==> src/rtl/mips_pkg.sv <==
// rtl/mips_pkg.sv - shared constants and loader state encoding for the instruction-memory loader
package mips_pkg;

    // Byte address of instruction word 0 (.text base), shared with the fetch side.
    localparam logic [31:0] TEXT_BASE = 32'h0040_0000;

    typedef enum logic [2:0] {
        IDLE  = 3'd0,
        FILL  = 3'd1,
        WRITE = 3'd2,
        DONE  = 3'd3,
        ERR   = 3'd4
    } loader_state_e;

endpackage

==> src/rtl/byte_assembler.sv <==
// rtl/byte_assembler.sv - packs a byte stream big-endian into words
//
// Ports:
//   clk, reset   posedge clock, synchronous active-high reset
//   clear        drop any partially assembled word
//   take         a byte is transferred this cycle
//   byte_in      the byte being transferred
//   word         assembled word, valid while word_ready is high
//   word_ready   high in the cycle the final byte of a word is taken
module byte_assembler #(
    parameter int WIDTH = 32
) (
    input  logic             clk,
    input  logic             reset,
    input  logic             clear,
    input  logic             take,
    input  logic [7:0]       byte_in,
    output logic [WIDTH-1:0] word,
    output logic             word_ready
);

    localparam int BYTES = WIDTH / 8;
    localparam int CW    = $clog2(BYTES);

    logic [WIDTH-9:0] shift;
    logic [CW-1:0]    cnt;

    always_ff @(posedge clk) begin
        if (reset || clear) begin
            shift <= '0;
            cnt   <= '0;
        end else if (take) begin
            shift <= {shift[WIDTH-17:0], byte_in};
            cnt   <= cnt + CW'(1);
        end
    end

    // The final byte is not stored: the word is presented combinationally so
    // the caller can capture it in the same cycle and the counter wraps to 0.
    assign word_ready = take && (cnt == CW'(BYTES - 1));
    assign word       = {shift, byte_in};

endmodule

==> src/rtl/imem_loader.sv <==
// rtl/imem_loader.sv - loads a byte-stream program image into instruction RAM
//
// Ports:
//   clk, reset       posedge clock, synchronous active-high reset
//   start_i          begin a load (honoured only in IDLE/DONE/ERR)
//   word_count_i     number of words to load, sampled with start_i
//   byte_i           stream byte; byte_valid_i / byte_ready_o handshake
//   Write_Enable_o   one-cycle write strobe qualifying Address_o / WriteData_o
//   Address_o        byte address of the write (BASE_ADDR + 4*word index)
//   WriteData_o      big-endian packed word
//   busy_o           load in progress; cpu_hold_o mirrors it
//   done_o / err_o   sticky completion / oversize-request flags
module imem_loader
    import mips_pkg::*;
#(
    parameter int                    MEMORY_DEPTH = 64,
    parameter int                    DATA_WIDTH   = 32,
    parameter logic [DATA_WIDTH-1:0] BASE_ADDR    = TEXT_BASE
) (
    input  logic                  clk,
    input  logic                  reset,
    input  logic                  start_i,
    input  logic [DATA_WIDTH-1:0] word_count_i,
    input  logic [7:0]            byte_i,
    input  logic                  byte_valid_i,
    output logic                  byte_ready_o,
    output logic                  Write_Enable_o,
    output logic [DATA_WIDTH-1:0] Address_o,
    output logic [DATA_WIDTH-1:0] WriteData_o,
    output logic                  busy_o,
    output logic                  done_o,
    output logic                  err_o,
    output logic                  cpu_hold_o
);

    loader_state_e state, next_state;

    logic [DATA_WIDTH-1:0] word_count_q;
    logic [DATA_WIDTH-1:0] word_idx;
    logic [DATA_WIDTH-1:0] addr_q;
    logic [DATA_WIDTH-1:0] data_q;
    logic [DATA_WIDTH-1:0] asm_word;
    logic                  asm_word_ready;
    logic                  can_start;
    logic                  start_take;
    logic                  byte_take;

    assign can_start  = (state == IDLE) || (state == DONE) || (state == ERR);
    assign start_take = start_i && can_start;
    assign byte_take  = byte_valid_i && (state == FILL);

    // Clearing on start guarantees a new load never inherits bytes from an
    // earlier, interrupted one.
    byte_assembler #(
        .WIDTH (DATA_WIDTH)
    ) u_byte_assembler (
        .clk        (clk),
        .reset      (reset),
        .clear      (start_take),
        .take       (byte_take),
        .byte_in    (byte_i),
        .word       (asm_word),
        .word_ready (asm_word_ready)
    );

    always_ff @(posedge clk) begin
        if (reset) begin
            state <= IDLE;
        end else begin
            state <= next_state;
        end
    end

    always_comb begin
        next_state = state;
        case (state)
            IDLE, DONE, ERR: begin
                if (start_i) begin
                    if (word_count_i == '0) begin
                        next_state = DONE;
                    end else if (word_count_i > DATA_WIDTH'(MEMORY_DEPTH)) begin
                        next_state = ERR;
                    end else begin
                        next_state = FILL;
                    end
                end
            end
            FILL: begin
                if (asm_word_ready) begin
                    next_state = WRITE;
                end
            end
            WRITE: begin
                // word_idx still names the word being written this cycle.
                if (word_idx + DATA_WIDTH'(1) == word_count_q) begin
                    next_state = DONE;
                end else begin
                    next_state = FILL;
                end
            end
            default: next_state = IDLE;
        endcase
    end

    always_ff @(posedge clk) begin
        if (reset) begin
            word_count_q <= '0;
            word_idx     <= '0;
            addr_q       <= '0;
            data_q       <= '0;
        end else begin
            if (start_take) begin
                word_count_q <= word_count_i;
                word_idx     <= '0;
            end else if (state == WRITE) begin
                word_idx <= word_idx + DATA_WIDTH'(1);
            end
            // Captured on the final byte so both are stable through WRITE and
            // then simply held until the next word.
            if (asm_word_ready) begin
                addr_q <= BASE_ADDR + (word_idx << 2);
                data_q <= asm_word;
            end
        end
    end

    assign byte_ready_o   = (state == FILL);
    assign Write_Enable_o = (state == WRITE);
    assign Address_o      = addr_q;
    assign WriteData_o    = data_q;
    assign busy_o         = (state == FILL) || (state == WRITE);
    assign done_o         = (state == DONE);
    assign err_o          = (state == ERR);
    assign cpu_hold_o     = busy_o;

endmodule

==> config.mk <==
export PLATFORM = sky130hd
export DESIGN_NAME = imem_loader
export DESIGN_NICKNAME = d
export VERILOG_FILES = /design/src/rtl/mips_pkg.sv /design/src/rtl/byte_assembler.sv /design/src/rtl/imem_loader.sv
export SDC_FILE = /design/constraint.sdc
export NUM_CORES = 1
export LEC_CHECK = 0
export BUFFER_PORTS_ARGS = -buffer_cell sky130_fd_sc_hd__clkbuf_2
export CAP_MARGIN = 20
export CORE_ASPECT_RATIO = 1.25
export CORE_MARGIN = 10
export CORE_UTILIZATION = 30
export CTS_CLUSTER_SIZE = 8
export DETAILED_ROUTE_END_ITERATION = 10
export GPL_ROUTABILITY_DRIVEN = 0
export HOLD_SLACK_MARGIN = 0.05
export PLACE_DENSITY = 0.55
export SYNTH_ARGS = -nofsm -noshare
export SYNTH_HDL_FRONTEND = slang
export SYNTH_SLANG_ARGS = --single-unit
==> constraint.sdc <==
create_clock -name clk -period 4.6 [get_ports clk]
set_input_delay 0.23 -clock clk [delete_from_list [all_inputs] [get_ports clk]]
set_output_delay 0.23 -clock clk [all_outputs]
set_load 0.01 [all_outputs]
# Word level (Yosys, flattened, before mapping)
# Cells that the tools add are included.
# word_totals
reg_bits,157
input_bits,44
out_inout_bits,70
elab_cells,37
# classes
addsub,3
n_reduce_logical,12
order_cmp,1
mux,6
n_eq_ne,8
# op_table
cell,count
$add A23 B32 Y32 const A,1
$add A32 B1 Y32 const B,1
$eq A32 B32 Y1,1
$gt A32 B7 Y1 const B,1
$logic_not A32 Y1,1
$mux W3,4
$pmux W3 S3,1
$eq A3 B2 Y1 const B,2
$logic_or A1 B1 Y1,4
$eq A3 B1 Y1 const B,1
$eq A3 B3 Y1 const B,1
$logic_and A1 B1 Y1,3
$logic_not A3 Y1,1
$reduce_or A3 Y1,1
$add A2 B1 Y2 const B,1
$eq A2 B2 Y1 const B,1
$mux W2,1
$ne A2 B1 Y1 const B,1
$ne A2 B2 Y1 const B,1
$reduce_and A2 Y1,1
$reduce_or A2 Y1,1

# Depth between registers and ports, before layout
# depth
ltp_word,5
depth_mapped,9
mapped_depth_nobuf,8

# By module
# From an unflattened synthesis, not the netlist that was laid out.
# hier_totals
cells_unflattened,837
area_unflattened_um2,7225.7
# modules_own_cells
mod,area_each_um2,cells_per_inst,n_inst,seq_area_each_um2
imem_loader,6185.9,742,1,2582.5
byte_assembler,1039.7,95,1,520.5

# Least setup slack after synthesis
# No wires, ideal clock.
# synth_timing
path_kind,register to register
start,reg word_idx[0]
end,reg state[1]
period_less_slack_ns,2.086
setup_time_ns,0.059
t_required_ns,4.541
stages_incl_launch_ff,9
setup_slack_ns,2.514
path_buffers,0
arrival_time_ns,2.028
cell_sequence,dfxtp_1 ha_1 nand3_1 nor3_2 xnor2_1 o2111a_1 nand4_1 nor4_1 a31o_1
# synth_between
elab_chain_len,4
# synth_rtl
item,line_no,rtl
start: declaration,imem_loader.sv:39,logic [DATA_WIDTH-1:0] word_idx;
start signal: assignment,imem_loader.sv:116,word_idx <= word_idx + DATA_WIDTH'(1);
$add A32 B1 Y32,imem_loader.sv:95,if (word_idx + DATA_WIDTH'(1) == word_count_q) begin
$eq A32 B32 Y1,imem_loader.sv:95,
$mux W2,imem_loader.sv:95,
$pmux W3 S3,imem_loader.sv:76,case (state)
end signal: assignment,imem_loader.sv:70,state <= next_state;
end: declaration,imem_loader.sv:36,"loader_state_e state, next_state;"
# Every way passes these cells.
# A chain may end at the register's enable or synchronous reset.

# Final worst setup path
# layout_timing
start,reg state[1]
end,out busy_o
# layout_between
elab_chain_len,2
word_cells_on_any_way,3
cone_classes,eq/ne (2); reduce/logical (1)
# layout_rtl
item,line_no,rtl
$eq A3 B1 Y1 or $eq A3 B2 Y1 (tied branches),imem_loader.sv:131,assign busy_o = (state == FILL) || (state == WRITE);
$logic_or A1 B1 Y1 (*),imem_loader.sv:131,
end: declaration,imem_loader.sv:30,"output logic busy_o,"
# Every way passes the cells marked *; elsewhere a longest branch is shown, timed or not.

==> results.tsv <==
metric	value	unit
reg2reg_to	state[1]	
asyncSetResetFlopFracSynth	0	%
port-buffer-count	111	
vias	6396	
rsz0062_at_grt	no	
routedWlPerCell	15.60	µm
grt_max_degree	52	
regToRegStartpoint	word_idx[0]	
first_iter_violations	384	
synth_seq_cells	155	
clk_pin_slew	70	ps
slew_headroom	44.12	%
setup.worst_path.end_class	output pin	
syn_to_final_growth	23.37	%
peakVddDrop	0.0002371	V
internal_power	2160	µW
synth_top_flop_cell	dfxtp_1	
cap_violations	0	
netlist_area	7157	µm²
cts.sinks	155	
pwr-share-seq	46.9	%
cts_root_buf	clkbuf_16	
track_usage	13.79	%
numCtsBuffers	17	
placed_cells	1254	
reg2reg_depth	8	
drt-pass1-iter-count	5	
leakage	0.003325	µW
required	4370	ps
clock_path_buffers	2	
ys_seq_area_share	43.36	%
crit_start	state[1]	
power.density	331.7	nW/µm²
fp.coreArea	23650	µm²
rrSetupSlack	2090	ps
hold_violations	0	
fp.dieH	192.7	µm
cts_setup_buffers	0	
drc	0	
status	completed	
cts_resized	0	
clockPowerShare	47.8	%
period_minus_slack	2619	ps
clkLatencyLatePin	430	ps
power_frac_comb	5.3	%
wl	20.63	mm
layout.cells.non_filler	1323	
post-route-period-util	56.94	%
final_antenna_net_count	0	
post-route-util	37.34	%
start_kind	flop	
crit_end	busy_o	
grt_pass1_vias	6323	
setup_viol	0	
synth_edf_count	0	
start_util	30.26	%
cp.arrival	2390	ps
overflow	0	
fp-row-count	63	
nets	1065	
die_w	158.2	µm
criticalPathCategory	flop to output pin	
io_pins	114	
fin_setup_tns	0	ps
dp_hpwl	15.20	mm
diodes	0	
grt_pass1_wl	33.59	mm
fmaxAchievable	381.8	MHz
htreeDepth	4	
drive_gt1_share	16.97	%
skew	12.48	ps
syn_inst	915	
p_sw_share	26.27	%
synth_warnings	0	
antenna_found_initial	0	
tritoncts	yes	
finalWorstSetupSlack	1981	ps
syn_avg_cell_area	7.822	µm²
viasPerCell	4.834	
slew_violations	0	
cp_max_fo	13	
dp_slack	2103	ps
switchingPower	769.5	µW
tightest_slew	836.2	ps
worstHoldPathType	input pin to flop	
ys_types	63	
die-area	30470	µm²
[kinds of logic after synthesis]
group                      synth area share [%]
xor gates and xnor gates                  9.423
buffers and inverters                     4.755
and+or+nand+nor                           28.30
adders and majority gates                0.5245
AOI/OAI and AO/OA                         13.01
other                                   0.05240
DFF                                       43.36
muxes                                    0.5769
[placed cells by master, fill, tap and decap left out, types with 5 or more instances in the layout]
cell type      count
nor4_1            16
a211oi_1           9
nor2_1            55
buf_4              6
xnor2_1           37
nand3_1           22
inv_8              5
clkbuf_2         110
or3_1              5
o21ai_0           17
dfxtp_1          155
a21oi_1          125
dlygate4sd3_1     37
xor2_1            40
clkbuf_16         17
nand4_1           10
nor3_1             8
and3_1            11
inv_1              5
nand2_1          256
[stage by stage]
step / total power, µW / hold slack (ps) / cell area (µm²)
after detailed placement: 1534 / 447.9 / 7860
after global routing: 3046 / 94.46 / 8830
after CTS: 2966 / 60.30 / 8830
after floorplan: 1478 / 366.0 / 7161
after global placement: 1533 / 439.2 / 7825
final: 2929 / 72.80 / 8830
[power by group through the flow]
stage / combinational (µW) / clock, µW / sequential [µW]
after floorplan: 80.0 / 0 / 1400
after global placement: 129 / 0 / 1400
after detailed placement: 130 / 0 / 1400
after CTS: 156 / 1440 / 1370
after global routing: 175 / 1500 / 1370
final: 155 / 1400 / 1370
[area by class of cell]
type                       count  area, µm²
sequential                   155       3103
clock inverter                15      173.9
multi-input combinational    684       3742
timing repair buffer         155       1001
clock buffer                  17      425.4
fill                        2518      14820
tap                          292      365.4
inverter                       5      18.77
[metal layers]
layer,wire length (µm),global-route usage [%],up-vias,part of all wire [%]
li1,-,-,3280,-
met1,9382,17.01,2963,45
met2,10170,23.13,129,49
met3,729,3.010,24,3.5
met4,357,4.854,0,1.7
met5,0,0,-,0
[cell usage after synthesis, drive strengths merged, types with 2 or more instances]
| library cell | n | area share [%] |
|---|---|---|
| nor3b | 2 | 0.21 |
| and3 | 13 | 1.2 |
| nand4 | 14 | 1.9 |
| a21oi | 125 | 8.7 |
| nor3 | 12 | 1.2 |
| a211oi | 9 | 0.94 |
| o21a | 2 | 0.21 |
| xnor2 | 37 | 4.5 |
| and2 | 5 | 0.44 |
| nand2b | 4 | 0.35 |
| nor2b | 4 | 0.35 |
| a22oi | 2 | 0.21 |
| mux2i | 3 | 0.42 |
| xor2 | 40 | 4.9 |
| a31oi | 2 | 0.17 |
| dfxtp | 155 | 43 |
| nand2 | 257 | 13 |
| ha | 3 | 0.52 |
| nor4bb | 2 | 0.28 |
| and3b | 2 | 0.24 |
| and4 | 4 | 0.49 |
| inv | 5 | 0.26 |
| nand3 | 24 | 1.9 |
| or3b | 2 | 0.28 |
| nor2 | 55 | 2.9 |
| nor4 | 19 | 2.2 |
| clkbuf | 44 | 2.3 |
| or3 | 5 | 0.44 |
| a31o | 2 | 0.24 |
| buf | 28 | 2.2 |
| o21ai | 18 | 1.3 |
| or2 | 2 | 0.17 |
[critical path, stage by stage (launching register included)]
cell,delay [ps]
dfxtp_1,530
or3b_4,530
inv_1,540
or2_2,230
clkbuf_2,130
[state kept, by name (all words and copies together), names as in the netlist]
signal,flops
WriteData_o,32
word_count_q,32
word_idx,32
Address_o,30
u_byte_assembler.shift,24
state,3
u_byte_assembler.cnt,2
[repair_timing]
action | in CTS | in global routing
hold buffers | 37 | 0
hold endpoints to repair | 43 | 0
endpoints found under the setup margin | 0 | 0
[how the worst min path moves through the flow]
stage / cells past startpoint / slack (ps) / to / startpoint
finish: 3 / 70 / WriteData_o[0] / byte_i[0]
global route: 3 / 90 / word_count_q[7] / word_count_i[7]
CTS: 3 / 60 / WriteData_o[0] / byte_i[0]
detailed placement: 2 / 450 / Address_o[20] / Address_o[20]
global placement: 2 / 440 / WriteData_o[26] / u_byte_assembler.shift[18]
floorplan: 2 / 370 / u_byte_assembler.shift[0] / byte_i[0]
Power figures use the tool's default switching activity.
